--- config.mk ---
export PLATFORM = sky130hd
export DESIGN_NAME = id_ex_stage
export DESIGN_NICKNAME = d
export VERILOG_FILES = /design/src/rtl/id_ex_stage.sv
export SDC_FILE = /design/constraint.sdc
export NUM_CORES = 1
export LEC_CHECK = 0
export CAP_MARGIN = 20
export CORE_MARGIN = 8
export CORE_UTILIZATION = 37
export DETAILED_ROUTE_END_ITERATION = 8
export HOLD_SLACK_MARGIN = 0.03
export PLACE_DENSITY_LB_ADDON = 0.1
export SYNTH_ARGS = -nofsm -noshare
export SYNTH_HDL_FRONTEND = slang
export SYNTH_SLANG_ARGS = --single-unit
--- constraint.sdc ---
create_clock -name clk -period 2.05 [get_ports clk]
set_input_delay 0.205 -clock clk [delete_from_list [all_inputs] [get_ports clk]]
set_output_delay 0.205 -clock clk [all_outputs]
set_load 0.05 [all_outputs]
--- src/rtl/id_ex_stage.sv ---
// ID/EX stage: single-entry operand select with RAW forwarding and load-use interlock; 1-cycle latency, zero-bubble.
// ID_EX_FWD_EN enables EX/MEM and MEM/WB forwarding; without it, hazards stall until the producer has written back.
module id_ex_stage #(
  parameter int XLEN  = 32,
  parameter int CTL_W = 4,
  parameter int RA_W  = 5
) (
  input  logic             clk,
  input  logic             rst,
  input  logic             flush,
  input  logic             in_valid,
  output logic             in_ready,
  input  logic [XLEN-1:0]  in_pc,
  input  logic [RA_W-1:0]  in_rs1_addr,
  input  logic [RA_W-1:0]  in_rs2_addr,
  input  logic [XLEN-1:0]  in_rs1_data,
  input  logic [XLEN-1:0]  in_rs2_data,
  input  logic [XLEN-1:0]  in_imm,
  input  logic             in_use_pc,
  input  logic             in_use_imm,
  input  logic [CTL_W-1:0] in_ctl,
  input  logic [RA_W-1:0]  in_rd_addr,
  input  logic             in_rd_we,
  input  logic             in_is_load,
  input  logic [RA_W-1:0]  exm_rd_addr,
  input  logic             exm_rd_we,
  input  logic             exm_is_load,
  input  logic [XLEN-1:0]  exm_result,
  input  logic [RA_W-1:0]  mwb_rd_addr,
  input  logic             mwb_rd_we,
  input  logic [XLEN-1:0]  mwb_result,
  output logic             out_valid,
  input  logic             out_ready,
  output logic [XLEN-1:0]  out_a,
  output logic [XLEN-1:0]  out_b,
  output logic [CTL_W-1:0] out_ctl,
  output logic [XLEN-1:0]  out_store_data,
  output logic [RA_W-1:0]  out_rd_addr,
  output logic             out_rd_we,
  output logic             out_is_load,
  output logic [XLEN-1:0]  out_pc
);

  typedef struct packed {
    logic [XLEN-1:0]  pc;
    logic [RA_W-1:0]  rs1_addr;
    logic [RA_W-1:0]  rs2_addr;
    logic [XLEN-1:0]  rs1_data;
    logic [XLEN-1:0]  rs2_data;
    logic [XLEN-1:0]  imm;
    logic             use_pc;
    logic             use_imm;
    logic [CTL_W-1:0] ctl;
    logic [RA_W-1:0]  rd_addr;
    logic             rd_we;
    logic             is_load;
  } entry_t;

  entry_t          ent_q, ent_d;
  logic            full_q, full_d;
  logic            in_fire, out_fire, hazard;
  logic            rs1_exm_hit, rs2_exm_hit, rs1_mwb_hit, rs2_mwb_hit;
  logic [XLEN-1:0] rs1_fwd, rs2_fwd;

  assign rs1_exm_hit = exm_rd_we && (ent_q.rs1_addr != '0) && (exm_rd_addr == ent_q.rs1_addr);
  assign rs2_exm_hit = exm_rd_we && (ent_q.rs2_addr != '0) && (exm_rd_addr == ent_q.rs2_addr);
  assign rs1_mwb_hit = mwb_rd_we && (ent_q.rs1_addr != '0) && (mwb_rd_addr == ent_q.rs1_addr);
  assign rs2_mwb_hit = mwb_rd_we && (ent_q.rs2_addr != '0) && (mwb_rd_addr == ent_q.rs2_addr);

`ifdef ID_EX_FWD_EN
  // EX/MEM wins over MEM/WB; a load in EX/MEM has no result yet and must interlock instead.
  always_comb begin
    rs1_fwd = ent_q.rs1_data;
    if (ent_q.rs1_addr == '0)            rs1_fwd = '0;
    else if (rs1_exm_hit && !exm_is_load) rs1_fwd = exm_result;
    else if (rs1_mwb_hit)                rs1_fwd = mwb_result;
  end

  always_comb begin
    rs2_fwd = ent_q.rs2_data;
    if (ent_q.rs2_addr == '0)            rs2_fwd = '0;
    else if (rs2_exm_hit && !exm_is_load) rs2_fwd = exm_result;
    else if (rs2_mwb_hit)                rs2_fwd = mwb_result;
  end

  // rs2 is always checked: stores need it even when b takes the immediate.
  assign hazard = full_q && exm_is_load && ((!ent_q.use_pc && rs1_exm_hit) || rs2_exm_hit);
`else
  logic unused_fwd_inputs;
  assign unused_fwd_inputs = ^{exm_is_load, exm_result};

  assign rs1_fwd = ent_q.rs1_data;
  assign rs2_fwd = ent_q.rs2_data;
  assign hazard  = full_q && ((!ent_q.use_pc && (rs1_exm_hit || rs1_mwb_hit)) ||
                              rs2_exm_hit || rs2_mwb_hit);
`endif

  assign out_valid = full_q && !hazard;
  assign out_fire  = out_valid && out_ready;
  assign in_ready  = !full_q || out_fire;
  assign in_fire   = in_valid && in_ready;

  always_comb begin
    full_d = full_q;
    ent_d  = ent_q;
    if (flush) begin
      full_d = 1'b0;
    end else if (in_fire) begin
      full_d         = 1'b1;
      ent_d.pc       = in_pc;
      ent_d.rs1_addr = in_rs1_addr;
      ent_d.rs2_addr = in_rs2_addr;
      ent_d.rs1_data = in_rs1_data;
      ent_d.rs2_data = in_rs2_data;
      ent_d.imm      = in_imm;
      ent_d.use_pc   = in_use_pc;
      ent_d.use_imm  = in_use_imm;
      ent_d.ctl      = in_ctl;
      ent_d.rd_addr  = in_rd_addr;
      ent_d.rd_we    = in_rd_we;
      ent_d.is_load  = in_is_load;
    end else if (out_fire) begin
      full_d = 1'b0;
    end else if (full_q) begin
      // Values retiring during a stall would otherwise be gone when the stall ends.
      if (rs1_mwb_hit) ent_d.rs1_data = mwb_result;
      if (rs2_mwb_hit) ent_d.rs2_data = mwb_result;
    end
  end

  always_ff @(posedge clk) begin
    if (rst) begin
      full_q <= 1'b0;
      ent_q  <= '0;
    end else begin
      full_q <= full_d;
      ent_q  <= ent_d;
    end
  end

  assign out_a          = ent_q.use_pc  ? ent_q.pc  : rs1_fwd;
  assign out_b          = ent_q.use_imm ? ent_q.imm : rs2_fwd;
  assign out_store_data = rs2_fwd;
  assign out_ctl        = ent_q.ctl;
  assign out_rd_addr    = ent_q.rd_addr;
  assign out_rd_we      = ent_q.rd_we;
  assign out_is_load    = ent_q.is_load;
  assign out_pc         = ent_q.pc;

endmodule

==> flow_summary.toml <==
[status]
status = "finished, violations left"
failed_checks = "setup timing"

[worst_setup_path]
critPathSlowestCell = "dfxtp_4"
worstSetupPathType = "register to register"
cp_top_family = "compound AO/OA/AOI/OAI gates"
r2r-start = "ent_q[115]$_SDFFE_PP0P_"
crit_path_frequent_cell = "buf_6"
cp_cell_sequence = "xor2_2 > nor4_2 > nand3_1 > buf_6 > a211oi_4 > o21ai_4 > buf_12 > buf_6 > and2_4 > buf_16 > a2111oi_4"
crit_required_ps = 2370
path_max_fanout = 5
max_stage_delay_ps = 360
crit_arrival_ps = 2920
r2r_cells = 11
r2r-end = "rs1_fwd[22]$_SDFFE_PP0P_"
rrSetupSlack_ps = -560
critPathLaunch = "ent_q[115]$_SDFFE_PP0P_"
crit_path_start_kind = "register"
end_kind = "register"
cp.depth = 11
crit_path_end = "rs1_fwd[22]$_SDFFE_PP0P_"
crit_buf_inv = 4

[timing]
rsz0062_at_grt = "yes"
finalMaxSlewViolations = 0
hold_viol_final = 0
slew_headroom_pct = 45.2
finalCritPeriodShare_pct = 127
fmax_mhz = 384
tns_ps = -70020
finClkSkew_ps = 15.4
finalCriticalPeriod_ps = 2610
worst_slack_ps = -557
hold_slack_ps = 291
tightestPinTransition_ps = 822
finalSetupViolations = 154

[power_and_ir_drop]
total_power_w = 0.0101
p_per_area_nw_per_um2 = 689
ir_drop_mv = 0.554
p_leak_nw = 5.60

[yosys]
ys_ff_latch = 152
yosysUniqueCellTypes = 33
synthCells = 964
yosysSeqAreaShare_pct = 40.9
postSynthAreaPerCell_um2 = 7.73
post_synth_instance_area_um2 = 7450
syn-num-nets = 1197
yosys_warnings = 0

[floorplanning]
die_x_um = 158
die_y_um = 158
num_rows = 52
ios = 374
start_util_pct = 37.3
core_um2 = 20000
dieArea_um2 = 24900

[clock_network]
cts-root-buf = "clkbuf_16"
clkTransAtPathRegs_ps = 70
h-tree-depth = 4
cts_buffer_depth = 2
clkLatencyLatePin_ps = 430
hold_buffers = 0
cts_buffers = 17
clock_sinks = 152
cts_tree = "done"

[global_routing]
grt_pass1_wl_um = 46700
overflow = 0
grt_max_degree = 66
grt_use_total_pct = 24.7
antenna_found_initial = 5
first_global_vias = 8014

[detailed_routing]
num_vias = 8165
drtIter0Drc = 426
post_drt_wl_per_cell_um = 21.7
ant_nets = 0
viasPerCell = 5.13
drc = 0
drt_wl_total_um = 34500
first_pass_iters = 5

[place]
place_ws_ps = -833
finalWeightedCongestion = 0.867
dp_hpwl_um = 22600
io_buffers = 340

[run]
cap_violations = 0

[worst_hold_path]
holdCritPathClass = "input pin to register"

[final_layout]
syn_to_final_growth_pct = 96.4
drive_above_1_share_pct = 40.5
final_nets = 1536
-- layout by cell type (no fill, tap or decap), types with 40 or more instances in the layout --
cell,Yosys,final
nand2_1,240,132
nor2_1,68,57
buf_4,79,77
inv_1,67,67
a21oi_2,0,78
buf_12,0,54
nand2_2,0,40
nand2_4,0,68
o21ai_0,65,64
dfxtp_1,152,143
clkdlybuf4s50_1,0,273
-- registers in the layout (all words and copies together) (netlist names) --
register        cells
ent_q              44
out_pc             32
out_store_data     32
rs1_fwd            32
out_rd_addr         5
out_ctl             4
full_q              1
out_is_load         1
out_rd_we           1
-- repair_timing --
item                       4_1_cts  5_1_grt
pin swaps                       85      155
resized for setup              165      307
cloned                          17        9
setup endpoints to repair      157      185
setup buffers                   33       17
-- how the worst min path moves through the flow --
stage | from | endpoint | slack [ps] | cells after the start
CTS | rst | out_pc[29]$_SDFFE_PP0P_ | 250 | 2
global placement | ent_q[43]$_SDFFE_PP0P_ | ent_q[43]$_SDFFE_PP0P_ | 440 | 2
finish | rst | out_pc[29]$_SDFFE_PP0P_ | 290 | 2
global route | rst | out_is_load$_SDFFE_PP0P_ | 310 | 2
detailed placement | out_rd_addr[2]$_SDFFE_PP0P_ | out_rd_addr[2]$_SDFFE_PP0P_ | 450 | 2
floorplan | flush | full_q$_SDFFE_PP0P_ | 280 | 1
-- cells in the mapped netlist (all sizes together) --
| library cell | count | area [µm²] |
|---|---|---|
| a31oi | 1 | 12.5 |
| nand2 | 240 | 901 |
| and3 | 1 | 6.26 |
| nor2 | 68 | 255 |
| o22ai | 32 | 200 |
| or3b | 1 | 11.3 |
| a22oi | 1 | 12.5 |
| xnor2 | 8 | 70.1 |
| clkbuf | 42 | 158 |
| a31o | 1 | 8.76 |
| a2111oi | 32 | 474 |
| a221oi | 32 | 280 |
| xor2 | 12 | 105 |
| nand4 | 2 | 12.5 |
| and2 | 1 | 8.76 |
| dfxtp | 152 | 3040 |
| or4 | 2 | 15.0 |
| nor3 | 2 | 10.0 |
| o21ai | 66 | 342 |
| nand3 | 2 | 10.0 |
| a21o | 1 | 7.51 |
| a21oi | 87 | 435 |
| inv | 67 | 251 |
| a211oi | 2 | 20.0 |
| nor4 | 5 | 37.5 |
| a211o | 1 | 8.76 |
| buf | 103 | 751 |
-- area by class of cell --
cell class / instances / area, µm²
repair buffers: 463 / 5360
fillers: 1503 / 5350
multi-input cells: 602 / 5020
flip-flops and latches: 152 / 3060
clock buffers: 19 / 443
well taps: 270 / 338
inverters: 67 / 251
clock inverters: 13 / 144
diodes: 6 / 15.0
-- through the flow --
step	area (µm²)	utilization, %	instances
after detailed placement	11200	55.9	1495
final	14600	73.2	1592
after floorplan	7620	-	964
after CTS	13300	66.4	1575
after global routing	14600	73.2	1591
after global placement	11200	55.9	1495
-- cells by family after synthesis --
logic type	synth area share, %
AO/OA/AOI/OAI	24.2
XOR/XNOR	2.35
buffers and inverters	15.6
flip-flops	40.9
AND/OR/NAND/NOR	17.0
-- report_power, final --
part           internal (W)  leakage (nW)  switching [W]
combinational       0.00160          4.06        0.00199
clock               0.00184         0.288        0.00135
sequential          0.00317          1.26       0.000141
-- worst reg2reg max path, delay by kind of cell (launching register included) --
family / cells / cell delay [ps]
flip-flops: 1 / 360
XOR/XNOR: 1 / 150
AO/OA/AOI/OAI: 3 / 730
buffers and inverters: 4 / 580
AND/OR/NAND/NOR: 3 / 660
-- metal layers --
layer / GRT usage, % / routed length [µm] / vias to the layer above
li1: - / - / 3869
met1: 28.9 / 13300 / 3959
met2: 42.4 / 17900 / 284
met3: 6.63 / 2350 / 53
met4: 9.56 / 938 / 0
met5: 0 / 0 / -
Note: power is estimated with default switching activity, not from simulation.
